$ cat config.mk
export PLATFORM = sky130hd
export DESIGN_NAME = pipe_hazard_ctrl
export DESIGN_NICKNAME = d
export VERILOG_FILES = /design/src/rtl/pipe_ctrl_pkg.sv /design/src/rtl/load_use_detect.sv /design/src/rtl/pipe_hazard_ctrl.sv
export SDC_FILE = /design/constraint.sdc
export NUM_CORES = 1
export LEC_CHECK = 0
export CORE_ASPECT_RATIO = 1.75
export CORE_MARGIN = 4
export CORE_UTILIZATION = 36
export DETAILED_ROUTE_END_ITERATION = 8
export GPL_ROUTABILITY_DRIVEN = 0
export GPL_TIMING_DRIVEN = 0
export HOLD_SLACK_MARGIN = 0.08
export PLACE_DENSITY = 0.88
export SETUP_SLACK_MARGIN = 0.05
export SLEW_MARGIN = 20
export SYNTH_ARGS = -nofsm -noshare
export SYNTH_HDL_FRONTEND = slang
export SYNTH_SLANG_ARGS = --single-unit
$ cat constraint.sdc
create_clock -name CLK -period 4.4 [get_ports CLK]
set_input_delay 0.88 -clock CLK [delete_from_list [all_inputs] [get_ports CLK]]
set_output_delay 0.88 -clock CLK [all_outputs]
set_load 0.02 [all_outputs]
$ cat src/rtl/pipe_ctrl_pkg.sv
// Shared types for the pipeline hazard sequencer: FSM states, register-index width
// and the bundle of per-stage enable/bubble strobes.
package pipe_ctrl_pkg;

  localparam int REG_W = 5;
  localparam logic [REG_W-1:0] REG_ZERO = '0;

  typedef enum logic [1:0] {
    RUN     = 2'd0,
    MEMWAIT = 2'd1,
    HALT    = 2'd2
  } state_e;

  typedef struct packed {
    logic pc_we;
    logic if_id_we;
    logic id_ex_we;
    logic ex_mem_we;
    logic mem_wb_we;
    logic flush_if;
    logic nop_id;
    logic stall_nop;
  } ctrl_t;

  // Strobes for a pipeline that is free to advance: a flush kills IF/ID and
  // wins over a load-use stall, since the stalled ID instruction dies anyway.
  function automatic ctrl_t resolve_ctrl(input logic flush, input logic load_use);
    ctrl_t c;
    c = '{pc_we: 1'b1, if_id_we: 1'b1, id_ex_we: 1'b1, ex_mem_we: 1'b1,
          mem_wb_we: 1'b1, flush_if: 1'b0, nop_id: 1'b0, stall_nop: 1'b0};
    if (flush) begin
      c.flush_if = 1'b1;
      c.nop_id   = 1'b1;
    end else if (load_use) begin
      c.pc_we     = 1'b0;
      c.if_id_we  = 1'b0;
      c.nop_id    = 1'b1;
      c.stall_nop = 1'b1;
    end
    return c;
  endfunction

endpackage

$ cat src/rtl/load_use_detect.sv
// Flags a load in EX whose destination is read by the instruction in ID.
module load_use_detect
  import pipe_ctrl_pkg::*;
(
  input  logic [REG_W-1:0] rs1_ID,
  input  logic [REG_W-1:0] rs2_ID,
  input  logic             use_rs1_ID,
  input  logic             use_rs2_ID,
  input  logic [REG_W-1:0] RegDest_EX,
  input  logic             MemRead_EX,
  output logic             load_use
);

  logic hit_rs1;
  logic hit_rs2;

  assign hit_rs1  = use_rs1_ID && (rs1_ID == RegDest_EX);
  assign hit_rs2  = use_rs2_ID && (rs2_ID == RegDest_EX);
  // r0 is hardwired to zero, so a load targeting it never produces a dependency.
  assign load_use = MemRead_EX && (RegDest_EX != REG_ZERO) && (hit_rs1 || hit_rs2);

endmodule

$ cat src/rtl/pipe_hazard_ctrl.sv
// Pipeline hazard sequencer: stage enables, bubbles and flushes for load-use,
// branch/jump, data-memory wait and halt. Define PIPE_PERF_CNT_EN for perf counters.
module pipe_hazard_ctrl
  import pipe_ctrl_pkg::*;
#(
  parameter int MEM_WAIT_MAX = 8,
  parameter int CNT_W        = 32
) (
  input  logic             CLK,
  input  logic             RSTn,
  input  logic [REG_W-1:0] rs1_ID,
  input  logic [REG_W-1:0] rs2_ID,
  input  logic             use_rs1_ID,
  input  logic             use_rs2_ID,
  input  logic [REG_W-1:0] RegDest_EX,
  input  logic             MemRead_EX,
  input  logic             is_taken_EX,
  input  logic             is_jmp_EX,
  input  logic             mem_req_MEM,
  input  logic             mem_ready,
  input  logic             halt_req,
  output logic             PC_WE,
  output logic             IF_ID_WE,
  output logic             ID_EX_WE,
  output logic             EX_MEM_WE,
  output logic             MEM_WB_WE,
  output logic             flush_IF,
  output logic             nop_ID,
  output logic             stall_nop_ID,
  output logic             halted,
  output logic             mem_timeout,
  output logic [CNT_W-1:0] stall_cnt,
  output logic [CNT_W-1:0] flush_cnt,
  output logic [CNT_W-1:0] memwait_cnt
);

  localparam logic [7:0] WAIT_MAX = 8'(MEM_WAIT_MAX);

  state_e     state_q, state_d;
  logic [7:0] wait_q, wait_d;
  logic       timeout_q, timeout_d;
  logic       timeout_now;
  logic       load_use;
  logic       flush;
  logic       is_stall;
  logic       is_flush;
  ctrl_t      ctrl;

  load_use_detect u_load_use_detect (
    .rs1_ID     (rs1_ID),
    .rs2_ID     (rs2_ID),
    .use_rs1_ID (use_rs1_ID),
    .use_rs2_ID (use_rs2_ID),
    .RegDest_EX (RegDest_EX),
    .MemRead_EX (MemRead_EX),
    .load_use   (load_use)
  );

  assign flush = is_taken_EX || is_jmp_EX;

  // NOTE: every variable gets a default before the case so no path leaves it unassigned (no latches).
  always_comb begin
    state_d     = state_q;
    wait_d      = wait_q;
    timeout_d   = timeout_q;
    timeout_now = 1'b0;
    is_stall    = 1'b0;
    is_flush    = 1'b0;
    ctrl        = '0;
    unique case (state_q)
      RUN: begin
        if (halt_req) begin
          state_d = HALT;
        end else if (mem_req_MEM && !mem_ready) begin
          state_d = MEMWAIT;
          wait_d  = 8'd1;
        end else begin
          ctrl     = resolve_ctrl(flush, load_use);
          is_flush = flush;
          is_stall = !flush && load_use;
        end
      end
      MEMWAIT: begin
        // halt_req is deliberately not looked at until the access completes.
        if (mem_ready) begin
          ctrl     = resolve_ctrl(flush, load_use);
          is_flush = flush;
          is_stall = !flush && load_use;
          state_d  = RUN;
          wait_d   = 8'd0;
        end else if (wait_q == WAIT_MAX) begin
          timeout_now = 1'b1;
          timeout_d   = 1'b1;
          state_d     = HALT;
        end else begin
          wait_d = wait_q + 8'd1;
        end
      end
      HALT: ;
      default: state_d = RUN;
    endcase
  end

  // NOTE: sequential state uses non-blocking assignments so all flops sample the same pre-edge values.
  always_ff @(posedge CLK or negedge RSTn) begin
    if (!RSTn) begin
      state_q   <= RUN;
      wait_q    <= 8'd0;
      timeout_q <= 1'b0;
    end else begin
      state_q   <= state_d;
      wait_q    <= wait_d;
      timeout_q <= timeout_d;
    end
  end

  // Reset overrides the strobes directly so the pipeline is held the instant RSTn drops.
  assign PC_WE        = RSTn && ctrl.pc_we;
  assign IF_ID_WE     = RSTn && ctrl.if_id_we;
  assign ID_EX_WE     = RSTn && ctrl.id_ex_we;
  assign EX_MEM_WE    = RSTn && ctrl.ex_mem_we;
  assign MEM_WB_WE    = RSTn && ctrl.mem_wb_we;
  assign flush_IF     = !RSTn || ctrl.flush_if;
  assign nop_ID       = !RSTn || ctrl.nop_id;
  assign stall_nop_ID = RSTn && ctrl.stall_nop;
  assign halted       = (state_q == HALT);
  assign mem_timeout  = timeout_q || timeout_now;

`ifdef PIPE_PERF_CNT_EN
  localparam logic [CNT_W-1:0] CNT_ONE = CNT_W'(1);

  logic [CNT_W-1:0] stall_cnt_q, stall_cnt_d;
  logic [CNT_W-1:0] flush_cnt_q, flush_cnt_d;
  logic [CNT_W-1:0] memwait_cnt_q, memwait_cnt_d;

  // Saturating counters; HALT produces no events, so they freeze there naturally.
  always_comb begin
    stall_cnt_d   = stall_cnt_q;
    flush_cnt_d   = flush_cnt_q;
    memwait_cnt_d = memwait_cnt_q;
    if (is_stall && (stall_cnt_q != '1))
      stall_cnt_d = stall_cnt_q + CNT_ONE;
    if (is_flush && (flush_cnt_q != '1))
      flush_cnt_d = flush_cnt_q + CNT_ONE;
    if ((state_q == MEMWAIT) && (memwait_cnt_q != '1))
      memwait_cnt_d = memwait_cnt_q + CNT_ONE;
  end

  always_ff @(posedge CLK or negedge RSTn) begin
    if (!RSTn) begin
      stall_cnt_q   <= '0;
      flush_cnt_q   <= '0;
      memwait_cnt_q <= '0;
    end else begin
      stall_cnt_q   <= stall_cnt_d;
      flush_cnt_q   <= flush_cnt_d;
      memwait_cnt_q <= memwait_cnt_d;
    end
  end

  assign stall_cnt   = stall_cnt_q;
  assign flush_cnt   = flush_cnt_q;
  assign memwait_cnt = memwait_cnt_q;
`else
  logic unused_perf;
  assign unused_perf = ^{is_stall, is_flush};

  assign stall_cnt   = '0;
  assign flush_cnt   = '0;
  assign memwait_cnt = '0;
`endif

endmodule
==> results.py <==
metrics = {
    "run_status": {
        "status": "complete, no violations",
    },
    "floorplan": {
        "ios": 131,
        "fp.dieH_um": 95.9,
        "dieArea_sq_um": 5580,
        "fp.coreArea_sq_um": 4190,
        "die_x_um": 58.2,
        "start_util": 0.379,
        "rows": 31,
    },
    "sta": {
        "max_slew_margin": 0.622,
        "worst_slew_pin_slew_ns": 0.565,
        "setup_violations": 0,
        "holdWs_ns": 0.482,
        "tns_ns": 0,
        "post-route-period-util": 0.901,
        "period_needed_ns": 3.96,
        "report.final.slew_viol_count": 0,
        "fmax_mhz": 252,
        "skew_ns": 0.000367,
        "final-hold-violation-count": 0,
        "rsz0062_at_grt": "false",
    },
    "synth": {
        "async_flop_share": 1.00,
        "syn_inst": 194,
        "synth_top_flop_cell": "dfrtp_1",
        "yosysTopAreaCell": "buf_4",
        "synth.distinct_cells": 40,
        "synth_top_area_frac": 0.468,
        "syn-cell-area_sq_um": 1590,
        "yosys-top-cells-area": "buf_4 (47%), dfrtp_1 (17%), xor2_1 (6.6%)",
        "yosysWarningCount": 0,
        "synth_seq_cells": 11,
        "syn_area_per_cell_sq_um": 8.19,
        "synth_seq_area_share": 0.173,
        "synth-edff-count": 0,
    },
    "layout": {
        "area_delta_synth_final_pct": 50.6,
        "final_cells": 376,
        "finish.utilization": 0.571,
        "final_area_sq_um": 2390,
        "nets": 355,
        "drive_gt1_frac": 0.321,
        "antennaDiodeCount": 0,
    },
    "clocking": {
        "numCtsBuffers": 3,
        "clock_path_buffers": 2,
        "ctsResizeCount": 0,
        "cts_setup_buffers": 0,
        "cts_tree": "built",
        "clk_pin_slew_worst_paths_ns": 0.05,
        "cts.htree.levels": 1,
        "insertion_delay_ns": 0.24,
        "cts_sinks": 11,
        "cts_hold_buf": 0,
        "ctsRootBufferMaster": "clkbuf_8",
    },
    "placed_design": {
        "io_buffers": 34,
        "place_area_sq_um": 2350,
        "dp_hpwl_um": 3500,
        "dp.cells": 372,
    },
    "setup_path": {
        "regToRegSetupSlack_ns": 2.68,
        "crit_end": "PC_WE",
        "worstReg2RegStart": "wait_q[0]$_DFFE_PN0P_",
        "endpoint_kind": "output port",
        "crit_type": "input pin to output port",
        "crit_required_ns": 3.52,
        "cp-startpoint": "RegDest_EX[1]",
        "worstPathArrival_ns": 3.08,
        "reg2reg_to": "wait_q[2]$_DFFE_PN0P_",
        "worst_setup_path_start_kind": "input pin",
        "path_max_fanout": 3,
        "r2r_cells": 6,
    },
    "grt": {
        "grt_pass1_wl_um": 5800,
        "antenna_found_initial": 0,
        "gr-total-overflow": 0,
        "grt_max_degree": 14,
        "grt_pass1_vias": 1432,
        "grt_use_total": 0.133,
    },
    "power": {
        "cellPowerDensity_nw_per_um2": 167,
        "max-vdd-ir-drop_mv": 0.127,
        "leakage_uw": 0.00139,
    },
    "drt": {
        "drt_iter0_drc": 30,
        "drc_errors": 0,
        "drt_pass1_iterations": 3,
        "wire_per_inst_um": 10.2,
        "vias": 1423,
        "drtAntennaViolNets": 0,
        "drt_wl_total_um": 3850,
        "via_per_inst": 3.78,
    },
    "hold_path": {
        "hp-class": "flop to flop",
    },
    "job": {
        "cap_violations": 0,
    },
}
[state kept, by name (all words and copies together), names as in the netlist]
register and cells:
wait_q 8, timeout_q 1, state_q 2
[placed cells by master, fill, tap and decap left out, types with 3 or more instances in the layout]
| cell | synthesis | final |
|---|---|---|
| nor2_1 | 8 | 8 |
| nand2_1 | 3 | 3 |
| dfrtp_1 | 11 | 11 |
| xnor2_1 | 3 | 3 |
| o21ai_0 | 4 | 4 |
| xor2_1 | 12 | 12 |
| buf_4 | 99 | 99 |
| inv_1 | 6 | 6 |
| a21oi_1 | 3 | 3 |
| a21o_1 | 3 | 3 |
| clkbuf_8 | 0 | 3 |
| o2111ai_1 | 3 | 3 |
| clkdlybuf4s50_1 | 0 | 34 |
| conb_1 | 1 | 96 |
[logic make-up (layout without fill, tap and decap cells)]
family,after synthesis,in the layout,share of synthesized area
compound gates,24,24,0.108
xor+xnor,15,15,0.0827
fa+ha+maj,2,2,0.0157
buf+inv,106,144,0.485
flops,11,11,0.173
other cells,1,96,0.00236
simple gates,35,35,0.133
[synth_stat cells (2+ instances only)]
master     number
buf_4          99
nor3_1          2
nand3_1         2
nand2b_1        2
ha_1            2
inv_1           6
a21oi_1         3
nor2_1          8
and2_1          2
and3_1          2
dfrtp_1        11
xnor2_1         3
o21bai_1        2
and4b_1         2
a21o_1          3
nand2_1         3
o21a_1          2
o2111ai_1       3
o21ai_0         4
nor4_1          2
xor2_1         12
[worst min path at each step]
stage	start	slack [ns]	to	depth (start not counted)
after floorplan	timeout_q$_DFFE_PN0P_	0.43	timeout_q$_DFFE_PN0P_	1
after global placement	timeout_q$_DFFE_PN0P_	0.44	timeout_q$_DFFE_PN0P_	1
after detailed placement	timeout_q$_DFFE_PN0P_	0.49	timeout_q$_DFFE_PN0P_	1
after CTS	timeout_q$_DFFE_PN0P_	0.50	timeout_q$_DFFE_PN0P_	1
after global routing	timeout_q$_DFFE_PN0P_	0.50	timeout_q$_DFFE_PN0P_	1
final	timeout_q$_DFFE_PN0P_	0.48	timeout_q$_DFFE_PN0P_	1
[per-stage QoR]
stage          power (uW)  worst slack (ns)
2_1_floorplan         257              1.44
3_3_place_gp          290             0.427
3_5_place_dp          292             0.426
4_1_cts               400             0.411
5_1_grt               424             0.285
6_report              400             0.435
[metal layers]
| layer | vias up | track usage | wire length (um) |
|---|---|---|---|
| li1 | 718 | - | - |
| met1 | 588 | 0.111 | 1240 |
| met2 | 109 | 0.264 | 1990 |
| met3 | 8 | 0.0430 | 555 |
| met4 | 0 | 0.0696 | 70 |
| met5 | - | 0 | 0 |
[worst max-delay path, stage by stage]
cell             delay (ns)
clkdlybuf4s50_1        0.48
or4_1                  0.53
o21ai_0                0.20
or3_1                  0.16
o21a_1                 0.14
buf_4                  0.10
clkdlybuf4s50_1        0.59
[area by class of cell]
class / count / area [sq um]
Fill cell: 384 / 1800
Multi-Input combinational cell: 172 / 900
Buffer: 100 / 748
Timing Repair Buffer: 34 / 340
Sequential cell: 11 / 275
Tap cell: 49 / 61.3
Clock buffer: 4 / 45.0
Inverter: 6 / 22.5
[report_power, final]
group | internal (uW) | leakage [uW] | switching, uW
Sequential | 102 | 0.000148 | 1.55
Clock | 63.9 | 0.0000228 | 41.0
Combinational | 86.3 | 0.00122 | 105
(Power assumes the default switching activity.)
